$ cat config.mk
export PLATFORM = sky130hd
export DESIGN_NAME = maxpool_reader
export DESIGN_NICKNAME = d
export VERILOG_FILES = /design/src/rtl/npu_pkg.sv /design/src/rtl/maxpool_max2.sv /design/src/rtl/maxpool_reader.sv
export SDC_FILE = /design/constraint.sdc
export NUM_CORES = 1
export LEC_CHECK = 0
export CAP_MARGIN = 0
export CORE_ASPECT_RATIO = 2
export CORE_MARGIN = 5
export CORE_UTILIZATION = 45
export CTS_CLUSTER_SIZE = 28
export DETAILED_ROUTE_END_ITERATION = 7
export PLACE_DENSITY_LB_ADDON = 0.12
export SLEW_MARGIN = 20
export SYNTH_ARGS = -nofsm -noshare
export SYNTH_HDL_FRONTEND = slang
export SYNTH_HIERARCHICAL = 1
export SYNTH_SLANG_ARGS = --single-unit
$ cat constraint.sdc
create_clock -name clk -period 3.4 [get_ports clk]
set_input_delay 0.51 -clock clk [delete_from_list [all_inputs] [get_ports clk]]
set_output_delay 0.51 -clock clk [all_outputs]
set_load 0.03 [all_outputs]
$ cat src/rtl/npu_pkg.sv
// Shared NPU definitions: reader FSM states, default widths and the image
// geometry that the image RAM and the max-pool reader must agree on.
package npu_pkg;

    typedef enum logic [1:0] {
        IDLE,
        FETCH_L,
        FETCH_R,
        EMIT
    } state_t;

    localparam int NPU_DATA_W = 8;
    localparam int NPU_ADDR_W = 10;

    localparam int IMG_ROWS = 28;
    localparam int IMG_COLS = 28;

endpackage

$ cat src/rtl/maxpool_max2.sv
// Combinational unsigned maximum of two pixels.
module maxpool_max2 #(
    parameter int DATA_W = 8
) (
    input  logic [DATA_W-1:0] a,
    input  logic [DATA_W-1:0] b,
    output logic [DATA_W-1:0] y
);

    assign y = (a >= b) ? a : b;

endmodule

$ cat src/rtl/maxpool_reader.sv
// 2x2 max-pool reader: walks the image RAM window by window over two read
// ports and streams one pooled pixel per window. MAXPOOL_COORD_EN adds
// registered out_row/out_col coordinates alongside out_data.
module maxpool_reader
    import npu_pkg::*;
#(
    parameter int ROWS   = IMG_ROWS,
    parameter int COLS   = IMG_COLS,
    parameter int ADDR_W = NPU_ADDR_W,
    parameter int DATA_W = NPU_DATA_W
) (
    input  logic              clk,
    input  logic              rst,
    input  logic              start,
    output logic              busy,
    output logic              done,
    output logic [ADDR_W-1:0] rd_addr1,
    output logic [ADDR_W-1:0] rd_addr2,
    input  logic [DATA_W-1:0] data_in1,
    input  logic [DATA_W-1:0] data_in2,
    output logic [DATA_W-1:0] out_data,
    output logic              out_valid,
    input  logic              out_ready
`ifdef MAXPOOL_COORD_EN
    ,
    output logic [3:0]        out_row,
    output logic [3:0]        out_col
`endif
);

    // An odd trailing row/column never forms a full window and is skipped.
    localparam int ROWS_E = ROWS - (ROWS % 2);
    localparam int COLS_E = COLS - (COLS % 2);
    localparam int RW     = $clog2(ROWS_E + 2);
    localparam int CW     = $clog2(COLS_E + 2);

    state_t            state;
    logic [RW-1:0]     r;
    logic [CW-1:0]     c;
    logic [DATA_W-1:0] left_max;

    logic [DATA_W-1:0] pair_l;
    logic [DATA_W-1:0] pair_r;
    logic [DATA_W-1:0] win_max;

    logic [ADDR_W-1:0] base;
    logic              last_col;
    logic              last_row;
    logic              handshake;

    maxpool_max2 #(.DATA_W(DATA_W)) u_max_l (
        .a (data_in1),
        .b (data_in2),
        .y (pair_l)
    );

    maxpool_max2 #(.DATA_W(DATA_W)) u_max_r (
        .a (data_in1),
        .b (data_in2),
        .y (pair_r)
    );

    maxpool_max2 #(.DATA_W(DATA_W)) u_max_f (
        .a (left_max),
        .b (pair_r),
        .y (win_max)
    );

    // Top-left address of the current window; truncation to ADDR_W is safe
    // because the whole image fits in the RAM address space.
    assign base      = ADDR_W'(r) * ADDR_W'(COLS) + ADDR_W'(c);
    assign last_col  = (int'(c) + 2 >= COLS_E);
    assign last_row  = (int'(r) + 2 >= ROWS_E);
    assign handshake = (state == EMIT) && out_valid && out_ready;

    // Addresses are decoded straight from registered state so the RAM data
    // returns within the same fetch cycle; idle/stall cycles present 0.
    always_comb begin
        rd_addr1 = '0;
        rd_addr2 = '0;
        if (state == FETCH_L) begin
            rd_addr1 = base;
            rd_addr2 = base + ADDR_W'(COLS);
        end else if (state == FETCH_R) begin
            rd_addr1 = base + ADDR_W'(1);
            rd_addr2 = base + ADDR_W'(COLS) + ADDR_W'(1);
        end
    end

    always_ff @(posedge clk or negedge rst) begin
        if (!rst) begin
            state     <= IDLE;
            r         <= '0;
            c         <= '0;
            left_max  <= '0;
            busy      <= 1'b0;
            done      <= 1'b0;
            out_valid <= 1'b0;
            out_data  <= '0;
`ifdef MAXPOOL_COORD_EN
            out_row   <= '0;
            out_col   <= '0;
`endif
        end else begin
            done <= 1'b0;
            case (state)
                IDLE: begin
                    // A start coinciding with the done pulse waits a cycle.
                    if (start && !done) begin
                        state <= FETCH_L;
                        r     <= '0;
                        c     <= '0;
                        busy  <= 1'b1;
                    end
                end
                FETCH_L: begin
                    left_max <= pair_l;
                    state    <= FETCH_R;
                end
                FETCH_R: begin
                    out_data  <= win_max;
                    out_valid <= 1'b1;
`ifdef MAXPOOL_COORD_EN
                    out_row   <= 4'(r >> 1);
                    out_col   <= 4'(c >> 1);
`endif
                    state     <= EMIT;
                end
                EMIT: begin
                    if (handshake) begin
                        out_valid <= 1'b0;
                        if (last_col) begin
                            c <= '0;
                            r <= r + RW'(2);
                        end else begin
                            c <= c + CW'(2);
                        end
                        if (last_col && last_row) begin
                            state <= IDLE;
                            busy  <= 1'b0;
                            done  <= 1'b1;
                        end else begin
                            state <= FETCH_L;
                        end
                    end
                end
                default: state <= IDLE;
            endcase
        end
    end

endmodule
# Word-level counts from Yosys, hierarchy flattened
# Cells that the tools add are included.
# W data, S select, Z words.
# totals
output_inout_bits,31
input_bits,20
register_bits,31
# op_classes
magnitude_cmp,4
n_eq_ne,7
reduce_logical,13
muxes,26
n_addsub,8
mul,1
# op_table
op,count
$mux W10,4
$mux W5,5
$add A10 B1 Y10 const B,2
$pmux W5 S2,2
$ge A8 B8 Y1,2
$mux W8,2
$add A5 B2 Y6 const B,2
$ge A6 B5 Y1 const B,2
$add A10 B5 Y10,1
$add A10 B5 Y10 const B,1
$add A5 B2 Y5 const B,2
$mul A5 B3 Y8 const B,1
$mux W1,8
$pmux W2 S4,1
$reduce_and A4 Y1,2
$ne A2 B2 Y1 const B,3
$eq A2 B2 Y1 const B,2
$logic_and A1 B1 Y1,4
$mux W2,2
$pmux W1 S2,2
$reduce_and A2 Y1,2
$reduce_bool A2 Y1,2
$reduce_and A3 Y1,1
$eq A2 B1 Y1 const B,1
3 further kinds,3

# Depth between registers and ports, before layout
# Gate-level depths: netlist of the first run.
# logic_depth
ltp_word,6
ltp_mapped,13
ltp_nobuf,13

# Cells and area by module
# The synthesis of the first run kept the hierarchy.
# modules_own_cells
module,instances,area_each_um2,seq_area_each_um2,cells_per_inst
maxpool_reader,1,2139.6,725.7,214
maxpool_max2,3,301.5,0.0,34

# Worst setup path before layout of the first run
# OpenSTA, ideal clock, no wires.
# synth_path
path_kind,input to register
from,input data_in1[0]
to,register out_data[0]
t_required_ps,3275
slack_ps,-664
cell_stages,12
path_buffers,0
arrival_ps,3940
setup_time_ps,125
cell_sequence,inv_1 > ha_1 > nand2b_4 > a2111o_1 > a211oi_4 > mux2_2 > ha_1 > nand2b_4 > a2111o_1 > a211oi_4 > mux2_2 > mux2_2
# synth_between
elab_chain_cells,4
# synth_lines
item,line_no,source
from (decl),maxpool_reader.sv:19,"input logic [DATA_W-1:0] data_in1,"
$ge A8 B8 Y1,maxpool_max2.sv:10,assign y = (a >= b) ? a : b;
$mux W8 *,maxpool_max2.sv:10,
via pair_r[0],maxpool_reader.sv:43,logic [DATA_W-1:0] pair_r;
$ge A8 B8 Y1,maxpool_max2.sv:10,
$mux W8 *,maxpool_max2.sv:10,
via win_max[0],maxpool_reader.sv:44,logic [DATA_W-1:0] win_max;
to (signal assigned),maxpool_reader.sv:121,out_data <= win_max;
to (decl),maxpool_reader.sv:21,"output logic [DATA_W-1:0] out_data,"
# The timed path passes the listed nets; every way through them passes the cells marked *.
# A chain may end at the register's enable or synchronous reset.

# Worst setup path after layout of the first run
# layout_path
from,input data_in2[0]
to,register out_data[1]
# layout_between
elab_chain_cells,4
# layout_lines
item,line_no,source
from (decl),maxpool_reader.sv:20,"input logic [DATA_W-1:0] data_in2,"
$ge A8 B8 Y1,maxpool_max2.sv:10,
$mux W8,maxpool_max2.sv:10,
via pair_r[5],maxpool_reader.sv:43,
$ge A8 B8 Y1,maxpool_max2.sv:10,
$mux W8,maxpool_max2.sv:10,
via win_max[1],maxpool_reader.sv:44,
# The timed path passes the listed nets, and every way through them passes these cells.

==> impl_metrics.py, run 1 <==
metrics = {
    "logic_synthesis": {
        "synth_edf_count": 0,
        "synth_cells": 316,
        "synth_top_area_share": 0.238,
        "syn_area_um2": 3040,
        "synthTopCellsByArea": "dfrtp_1, ha_1, mux2_2, inv_1, fa_1",
        "synth_common_cells": "ha_1, mux2_2, inv_1",
        "syn_avg_cell_area_um2": 9.63,
        "synth_nets": 384,
        "synth_flop_cell": "dfrtp_1",
        "synth-seq-cells": 29,
        "ys_warn_count": 6,
        "ys_types": 57,
        "synth_most_common_cell": "ha_1",
        "yosys.area.top_type": "dfrtp_1",
        "synth-async-reset-ratio": 1.00,
        "ys_seq_area_frac": 0.238,
    },
    "setup_path": {
        "cp.arrival_ns": 3.82,
        "ff2ff_setup_slack_ns": 1.02,
        "cp_max_fo": 8,
        "crit_path_start_kind": "primary input",
        "critPathKind": "primary input to register",
        "end_kind": "register",
        "required_ns": 3.56,
    },
    "clock_network": {
        "cts_tree": "yes",
        "clkSlewWorstSetupHoldPaths_ns": 0.05,
        "numCtsBuffers": 5,
        "htreeDepth": 2,
        "clock_path_buffers": 2,
        "cts_num_sinks": 29,
        "insertion_delay_ns": 0.28,
        "cts_root_buffer": "clkbuf_16",
    },
    "sta": {
        "rsz0062_at_grt": "true",
        "worst_slew_pin_slew_ns": 0.796,
        "max_freq_ghz": 0.274,
        "whs_ns": 0.505,
        "finalCriticalPeriod_ns": 3.66,
        "maxSlewViolCount": 0,
        "finalSetupViolCount": 8,
        "period_share": 1.08,
        "slew_headroom": 0.467,
        "skew_ns": 0.00456,
        "fin_ws_ns": -0.256,
        "final-hold-violation-count": 0,
    },
    "floorplan": {
        "coreArea_um2": 6620,
        "row_count": 42,
        "dieArea_um2": 8610,
        "initial_core_util": 0.460,
        "die_h_um": 126,
        "pin_count": 51,
        "die_w_um": 68.2,
    },
    "detailed_routing": {
        "firstDrtPassIters": 4,
        "route.detailed.drc": 0,
        "wl_per_cell_um": 15.2,
        "drt-total-wl_um": 7420,
        "antenna_left": 0,
        "detail_route.vias_per_cell": 5.31,
        "drt_iter0_drc": 64,
        "num_vias": 2593,
    },
    "hold_path": {
        "worstHoldPathType": "register to register",
    },
    "cells_and_area": {
        "drive_gt1_frac": 0.360,
        "final_util": 0.644,
        "fillers": 605,
        "nNetsFinal": 468,
        "antenna_cells": 0,
        "syn_to_final_growth_pct": 40.1,
    },
    "power": {
        "ir_worst_vdd_uv": 374,
        "p_per_area_nw_per_um2": 645,
        "p_leak_nw": 2.06,
    },
    "placed_design": {
        "portBuffers": 50,
        "dp_hpwl_um": 6030,
        "place.gp.congestion": 0.827,
    },
    "status": {
        "status": "finished, violations left",
        "violations": "setup timing",
    },
    "grt": {
        "grt_use_met1": 0.156,
        "grt_first_pass_wirelength_um": 12200,
        "antenna_found_initial": 0,
        "grt_max_degree": 30,
        "grt_remaining_overflow": 0,
        "grt_use_met2": 0.396,
        "grt_pass1_vias": 2723,
        "grt.total_usage": 0.188,
        "use_met3": 0.0257,
        "grt-busiest-layer": "met2",
    },
    "flow_run": {
        "max-cap-violations": 0,
    },
}
==> registers in the layout, indices dropped and copies added (netlist names) <==
| name | cells |
|---|---|
| left_max | 8 |
| out_data | 8 |
| c | 4 |
| r | 4 |
| state | 2 |
| busy | 1 |
| done | 1 |
| out_valid | 1 |
==> kinds of logic after synthesis <==
group / after synthesis / synth area share
other cells: 1 / 0.00123
fa+ha+maj: 48 / 0.207
mux: 44 / 0.162
simple gates: 70 / 0.127
flops: 29 / 0.238
compound gates: 64 / 0.168
xor+xnor: 12 / 0.0345
buf+inv: 48 / 0.0629
==> power breakdown <==
part           switching [mW]  internal [mW]  total, mW
Clock                   0.145          0.286      0.432
Combinational           0.887          0.834       1.72
Sequential              0.121          0.476      0.597
Total                    1.15           1.60       2.75
==> cells in the final DEF (no fill, tap or decap), drive strengths merged, types with 3 or more instances in the layout <==
cell type	netlist	final
dfrtp	29	29
a21o	5	5
clkdlybuf4s50	0	23
inv	38	37
a22o	3	3
nand3	5	5
xor2	5	5
nand4	6	6
a21oi	14	14
clkbuf	5	8
mux2	41	41
o21ai	14	14
fa	4	4
mux2i	3	3
nand2b	6	6
nand2	15	15
nor2	22	22
dlygate4sd2	0	13
xnor2	7	7
buf	5	47
ha	44	44
nor2b	3	3
a2111o	3	3
a211oi	6	6
==> worst max-delay path, cell delays in order <==
cell      delay, ns
buf_8          0.10
ha_4           0.21
nand2b_4       0.12
a2111o_1       0.40
a211oi_4       0.33
buf_6          0.18
mux2_2         0.35
inv_1          0.07
ha_1           0.23
a211oi_1       0.26
nor2_1         0.12
a211oi_4       0.21
buf_12         0.17
mux2_4         0.29
mux2_4         0.26
==> final timing paths <==
path,end,cells past startpoint,startpoint
worst max-delay path,out_data[1],15,data_in2[0]
max in group asynchronous,left_max[6],2,rst
worst min register to register,busy,1,busy
worst min-delay path,busy,1,busy
worst max register to register,out_data[1],8,left_max[0]
min in group asynchronous,out_data[1],2,rst
==> area by class of cell <==
class	count	area (um^2)	share of cell area
well taps	88	110	0.0258
inverters	38	148	0.0346
repair buffers	87	767	0.180
flip-flops and latches	29	726	0.170
clock buffers	7	143	0.0335
multi-input cells	239	2370	0.556
==> per-layer routing <==
layer / part of all wire / vias up
met5: 0 / -
met4: 0.020 / 0
met3: 0.027 / 9
met2: 0.64 / 45
met1: 0.32 / 1265
li1: - / 1274
==> through the flow <==
| step | worst slack (ns) | cell area (um^2) | power [mW] | std cells | setup TNS (ns) |
|---|---|---|---|---|---|
| floorplan | -0.582 | 3150 | 1.75 | 316 | -4.66 |
| global placement | -0.992 | 3940 | 2.29 | 476 | -7.92 |
| detailed placement | -1.04 | 3940 | 2.33 | 476 | -8.30 |
| CTS | -0.287 | 4220 | 2.78 | 486 | -2.25 |
| global route | -0.331 | 4260 | 2.95 | 488 | -2.82 |
| finish | -0.256 | 4260 | 2.75 | 488 | -1.99 |
==> repair_timing <==
action / CTS / global route
buffers inserted: 3 / 2
hold buffers: 0 / 0
pin swaps: 15 / 15
gates resized for setup: 59 / 14
setup endpoints to repair: 16 / 14
No activity file was read; power rests on OpenSTA's default activity.
==> inputs of run 2 (changes only) <==
--- a/config.mk
+++ b/config.mk
@@ -8,7 +8,7 @@
 export CAP_MARGIN = 0
 export CORE_ASPECT_RATIO = 2
 export CORE_MARGIN = 5
-export CORE_UTILIZATION = 45
+export CORE_UTILIZATION = 35
 export CTS_CLUSTER_SIZE = 28
 export DETAILED_ROUTE_END_ITERATION = 7
 export PLACE_DENSITY_LB_ADDON = 0.12
==> impl_metrics.py, run 2 (synthesis results as in run 1) <==
metrics = {
    "detailed_routing": {
        "num_vias": 2564,
        "wl_per_cell_um": 14.9,
        "top_layer": "met4",
        "routed-wl-met3_um": 224,
        "met2_wirelength_um": 4760,
        "drt-total-wl_um": 7550,
        "route.detailed.drc": 0,
        "wirelength_met1_um": 2350,
        "drt_iter0_drc": 57,
        "detail_route.vias_per_cell": 5.06,
        "firstDrtPassIters": 4,
        "antenna_left": 0,
    },
    "floorplan": {
        "die_w_um": 75.9,
        "row_count": 48,
        "coreArea_um2": 8590,
        "die_h_um": 142,
        "initial_core_util": 0.354,
        "pin_count": 51,
        "dieArea_um2": 10800,
    },
    "cells_and_area": {
        "fin_cells": 507,
        "syn_to_final_growth_pct": 45.6,
        "layout_commonest_cell": "buf_4",
        "fillers": 816,
        "final_cell_mix": "buf_4, ha_1, inv_1",
        "largestRegisters": "left_max (8), out_data (8)",
        "drive_gt1_frac": 0.388,
        "nNetsFinal": 474,
        "antenna_cells": 0,
    },
    "power": {
        "p_per_area_nw_per_um2": 625,
        "power_frac_seq": 0.214,
        "switching_share": 0.417,
        "ir_worst_vdd_uv": 313,
        "power_frac_comb": 0.620,
        "p_leak_nw": 2.11,
        "pwr-share-clk": 0.166,
        "switching_power_mw": 1.15,
        "internal_power_mw": 1.62,
        "p_total_mw": 2.77,
    },
    "clock_network": {
        "cts_tree": "yes",
        "htreeDepth": 2,
        "cts_num_sinks": 29,
        "numCtsBuffers": 5,
        "cts-hold-fix-buffers": 0,
        "clkSlewWorstSetupHoldPaths_ns": 0.05,
        "cts_root_buffer": "clkbuf_16",
        "insertion_delay_ns": 0.27,
        "clock_path_buffers": 2,
    },
    "placed_design": {
        "dp_hpwl_um": 6160,
        "place_inst": 490,
        "place.gp.congestion": 0.799,
        "portBuffers": 50,
    },
    "hold_path": {
        "min_from": "busy",
        "hold_path_end": "busy",
        "min_path_cells": 1,
        "worstHoldPathType": "register to register",
    },
    "setup_path": {
        "crit_path_start_kind": "primary input",
        "cp_max_fo": 6,
        "cp.arrival_ns": 3.83,
        "reg2reg_depth": 8,
        "end_kind": "register",
        "r2r_start": "left_max[0]",
        "required_ns": 3.56,
        "ff2ff_setup_slack_ns": 1.00,
        "critPathKind": "primary input to register",
        "r2r_end": "out_data[6]",
    },
    "flow_run": {
        "max-cap-violations": 0,
    },
    "grt": {
        "grt_max_degree": 30,
        "grt.total_usage": 0.141,
        "grt_first_pass_wirelength_um": 12100,
        "antenna_found_initial": 0,
        "grt_pass1_vias": 2692,
        "grt_remaining_overflow": 0,
    },
    "sta": {
        "finalCriticalPeriod_ns": 3.68,
        "max_freq_ghz": 0.272,
        "slew_headroom": 0.506,
        "period_share": 1.08,
        "final-hold-violation-count": 0,
        "fin_ws_ns": -0.276,
        "skew_ns": 0.00561,
        "finalSetupTns_ns": -2.10,
        "whs_ns": 0.514,
        "rsz0062_at_grt": "true",
        "worst_slew_pin_slew_ns": 0.738,
        "maxSlewViolCount": 0,
        "finalSetupViolCount": 8,
    },
    "status": {
        "violations": "setup timing",
        "status": "finished, violations left",
    },
}
[run 2: changes by cell type in the layout (fill, tap and decap cells not counted), moves of 3 or more]
| cell | delta |
|---|---|
| xor2_2 | -3 |
| buf_4 | +4 |
| xor2_4 | +3 |
| buf_6 | +4 |
[run 2: worst max-delay path by stage]
stage / startpoint / endpoint / slack (ns) / depth (start not counted)
after global routing: data_in1[0] / out_data[6] / -0.36 / 14
after floorplan: data_in2[0] / out_data[0] / -0.58 / 11
after CTS: data_in1[0] / out_data[6] / -0.28 / 14
after detailed placement: data_in1[0] / out_data[6] / -1.07 / 14
final: data_in2[0] / out_data[6] / -0.28 / 13
after global placement: data_in1[0] / out_data[5] / -1.01 / 14
[run 2: critical path, stage by stage]
cell and delay [ns]:
buf_6 0.10, ha_4 0.22, nand2b_4 0.12, a2111o_1 0.44, a211oi_4 0.30, mux2_4 0.35
ha_4 0.21, nand2b_4 0.13, a2111o_1 0.46, a211oi_4 0.25, buf_6 0.18, mux2_4 0.30
mux2_4 0.26
[run 2: power by group through the flow]
| stage | Sequential (mW) | Clock [mW] | Combinational, mW |
|---|---|---|---|
| global route | 0.617 | 0.488 | 1.86 |
| finish | 0.592 | 0.460 | 1.72 |
| CTS | 0.600 | 0.474 | 1.73 |
| detailed placement | 0.597 | 0 | 1.71 |
| floorplan | 0.667 | 0 | 1.09 |
| global placement | 0.602 | 0 | 1.69 |
[run 2: area by class of cell]
type                    instances  area [um^2]  area share
multi-input cells             239         2470       0.557
repair buffers                 93          808       0.182
flip-flops and latches         29          726       0.164
clock buffers                   7          153      0.0344
inverters                      38          148      0.0333
well taps                     100          125      0.0282
clock inverters                 1         5.00     0.00113
[run 2: routing by layer]
layer / up-vias / track usage
met5: - / 0
met4: 0 / 0.0722
met3: 15 / 0.0172
met2: 50 / 0.307
met1: 1215 / 0.114
li1: 1284 / -
[run 2: metrics by stage]
step	setup slack, ns	util	instance area (um^2)
floorplan	-0.582	-	3150
global placement	-1.01	0.461	3960
detailed placement	-1.07	0.461	3960
CTS	-0.277	0.494	4250
global route	-0.361	0.516	4430
finish	-0.276	0.516	4430
[run 2: timing repair]
action,4_1_cts,5_1_grt
gates resized for setup,61,25
pin swaps,14,13
setup endpoints to repair,17,15
buffers inserted,1,8
==> inputs of run 3 (changes only) <==
--- a/config.mk
+++ b/config.mk
@@ -9,8 +9,9 @@
 export CORE_ASPECT_RATIO = 2
 export CORE_MARGIN = 5
 export CORE_UTILIZATION = 35
-export CTS_CLUSTER_SIZE = 28
+export CTS_CLUSTER_SIZE = 10
 export DETAILED_ROUTE_END_ITERATION = 7
+export GPL_TIMING_DRIVEN = 0
 export PLACE_DENSITY_LB_ADDON = 0.12
 export SLEW_MARGIN = 20
 export SYNTH_ARGS = -nofsm -noshare
==> impl_metrics.py, run 3 (synthesis results as in run 1) <==
metrics = {
    "status": {
        "status": "finished, violations left",
        "violations": "setup timing",
    },
    "grt": {
        "grt_pass1_vias": 2640,
        "grt.total_usage": 0.143,
        "grt_max_degree": 30,
        "antenna_found_initial": 0,
        "grt_first_pass_wirelength_um": 12300,
        "grt_remaining_overflow": 0,
    },
    "floorplan": {
        "die_w_um": 75.9,
        "pin_count": 51,
        "coreArea_um2": 8590,
        "dieArea_um2": 10800,
        "die_h_um": 142,
        "initial_core_util": 0.354,
        "row_count": 48,
    },
    "detailed_routing": {
        "wl_per_cell_um": 15.1,
        "antenna_left": 0,
        "detail_route.vias_per_cell": 5.10,
        "drt_iter0_drc": 49,
        "route.detailed.drc": 0,
        "num_vias": 2509,
        "drt-total-wl_um": 7450,
        "firstDrtPassIters": 4,
    },
    "setup_path": {
        "end_kind": "register",
        "cp.arrival_ns": 3.90,
        "required_ns": 3.56,
        "crit_path_start_kind": "primary input",
        "cp_max_fo": 4,
        "critPathKind": "primary input to register",
    },
    "clock_network": {
        "clkSlewWorstSetupHoldPaths_ns": 0.05,
        "numCtsBuffers": 5,
        "cts_root_buffer": "clkbuf_16",
        "cts-hold-fix-buffers": 0,
        "clock_path_buffers": 2,
        "cts_tree": "yes",
        "htreeDepth": 2,
        "cts_num_sinks": 29,
        "insertion_delay_ns": 0.28,
    },
    "cells_and_area": {
        "final_cell_mix": "ha_1, inv_1, dfrtp_1",
        "fillers": 843,
        "drive_gt1_frac": 0.337,
        "syn_to_final_growth_pct": 36.0,
        "antenna_cells": 0,
        "layout_commonest_cell": "ha_1",
        "largestRegisters": "left_max (8), out_data (8)",
        "nNetsFinal": 459,
    },
    "sta": {
        "slew_headroom": 0.455,
        "worst_slew_pin_slew_ns": 0.817,
        "maxSlewViolCount": 0,
        "fin_ws_ns": -0.334,
        "max_freq_ghz": 0.268,
        "finalSetupTns_ns": -2.56,
        "finalCriticalPeriod_ns": 3.73,
        "final-hold-violation-count": 0,
        "skew_ns": 0.00334,
        "period_share": 1.10,
        "rsz0062_at_grt": "true",
        "finalSetupViolCount": 8,
    },
    "flow_run": {
        "max-cap-violations": 0,
    },
    "power": {
        "p_total_mw": 2.71,
        "ir_worst_vdd_uv": 358,
        "p_leak_nw": 2.00,
        "p_per_area_nw_per_um2": 655,
    },
    "hold_path": {
        "worstHoldPathType": "primary input to async pin",
    },
    "placed_design": {
        "place.gp.congestion": 0.772,
        "dp_hpwl_um": 5960,
        "portBuffers": 50,
    },
}
==> run 3: metal layers <==
metal	share of wire	track usage
met4	0.021	0.0619
met5	0	0
met1	0.32	0.120
met2	0.63	0.310
met3	0.025	0.0184
==> run 3: worst paths after layout <==
check                             from           to  slack [ns]  cells after the start
max in group asynchronous          rst         r[4]        2.66                      1
setup reg to reg           left_max[0]  out_data[1]        1.02                      8
hold reg to reg            out_data[0]  out_data[0]        0.51                      1
setup / recovery           data_in1[2]  out_data[1]       -0.33                     13
min in group clk           out_data[0]  out_data[0]        0.51                      1
hold / removal                     rst  out_data[0]        0.26                      1
==> run 3: stage by stage <==
stage	hold WS, ns	setup WS [ns]	instances	utilization	cell area, um^2
after floorplan	0.214	-0.582	316	-	3150
after global placement	0.496	-1.61	466	0.439	3770
after detailed placement	0.499	-1.64	466	0.439	3770
after CTS	0.294	-0.360	486	0.472	4060
after global routing	0.336	-0.431	492	0.482	4140
final	0.262	-0.334	492	0.482	4140
==> run 3: area by class of cell <==
cell class                 count  area, um^2  share of cell area
buffer                         8        41.3             0.00997
clock buffer                   8         136              0.0329
inverter                      38         148              0.0357
multi-input combinational    239        2330               0.563
sequential                    29         731               0.176
tap                          100         125              0.0302
timing repair buffer          70         629               0.152
==> run 3: repair_timing <==
item | 4_1_cts | 5_1_grt
pin swaps | 15 | 14
endpoints found under the setup margin | 25 | 22
setup buffers | 14 | 6
resized for setup | 88 | 28
==> run 3: critical path, stage by stage <==
cell and delay (ns):
dlygate4sd2_1 0.27, ha_2 0.19, a2111o_1 0.45, a211oi_4 0.23
buf_6 0.15, mux2_4 0.31, ha_4 0.21, nand2b_4 0.13
a2111o_1 0.46, a211oi_4 0.26, buf_6 0.16, mux2_4 0.30
mux2_4 0.26
==> run 3: power breakdown <==
part	leakage (nW)	total [mW]	internal (mW)	switching [mW]
clock	0.0652	0.427	0.272	0.155
combinational	1.59	1.70	0.815	0.885
sequential	0.347	0.584	0.476	0.108
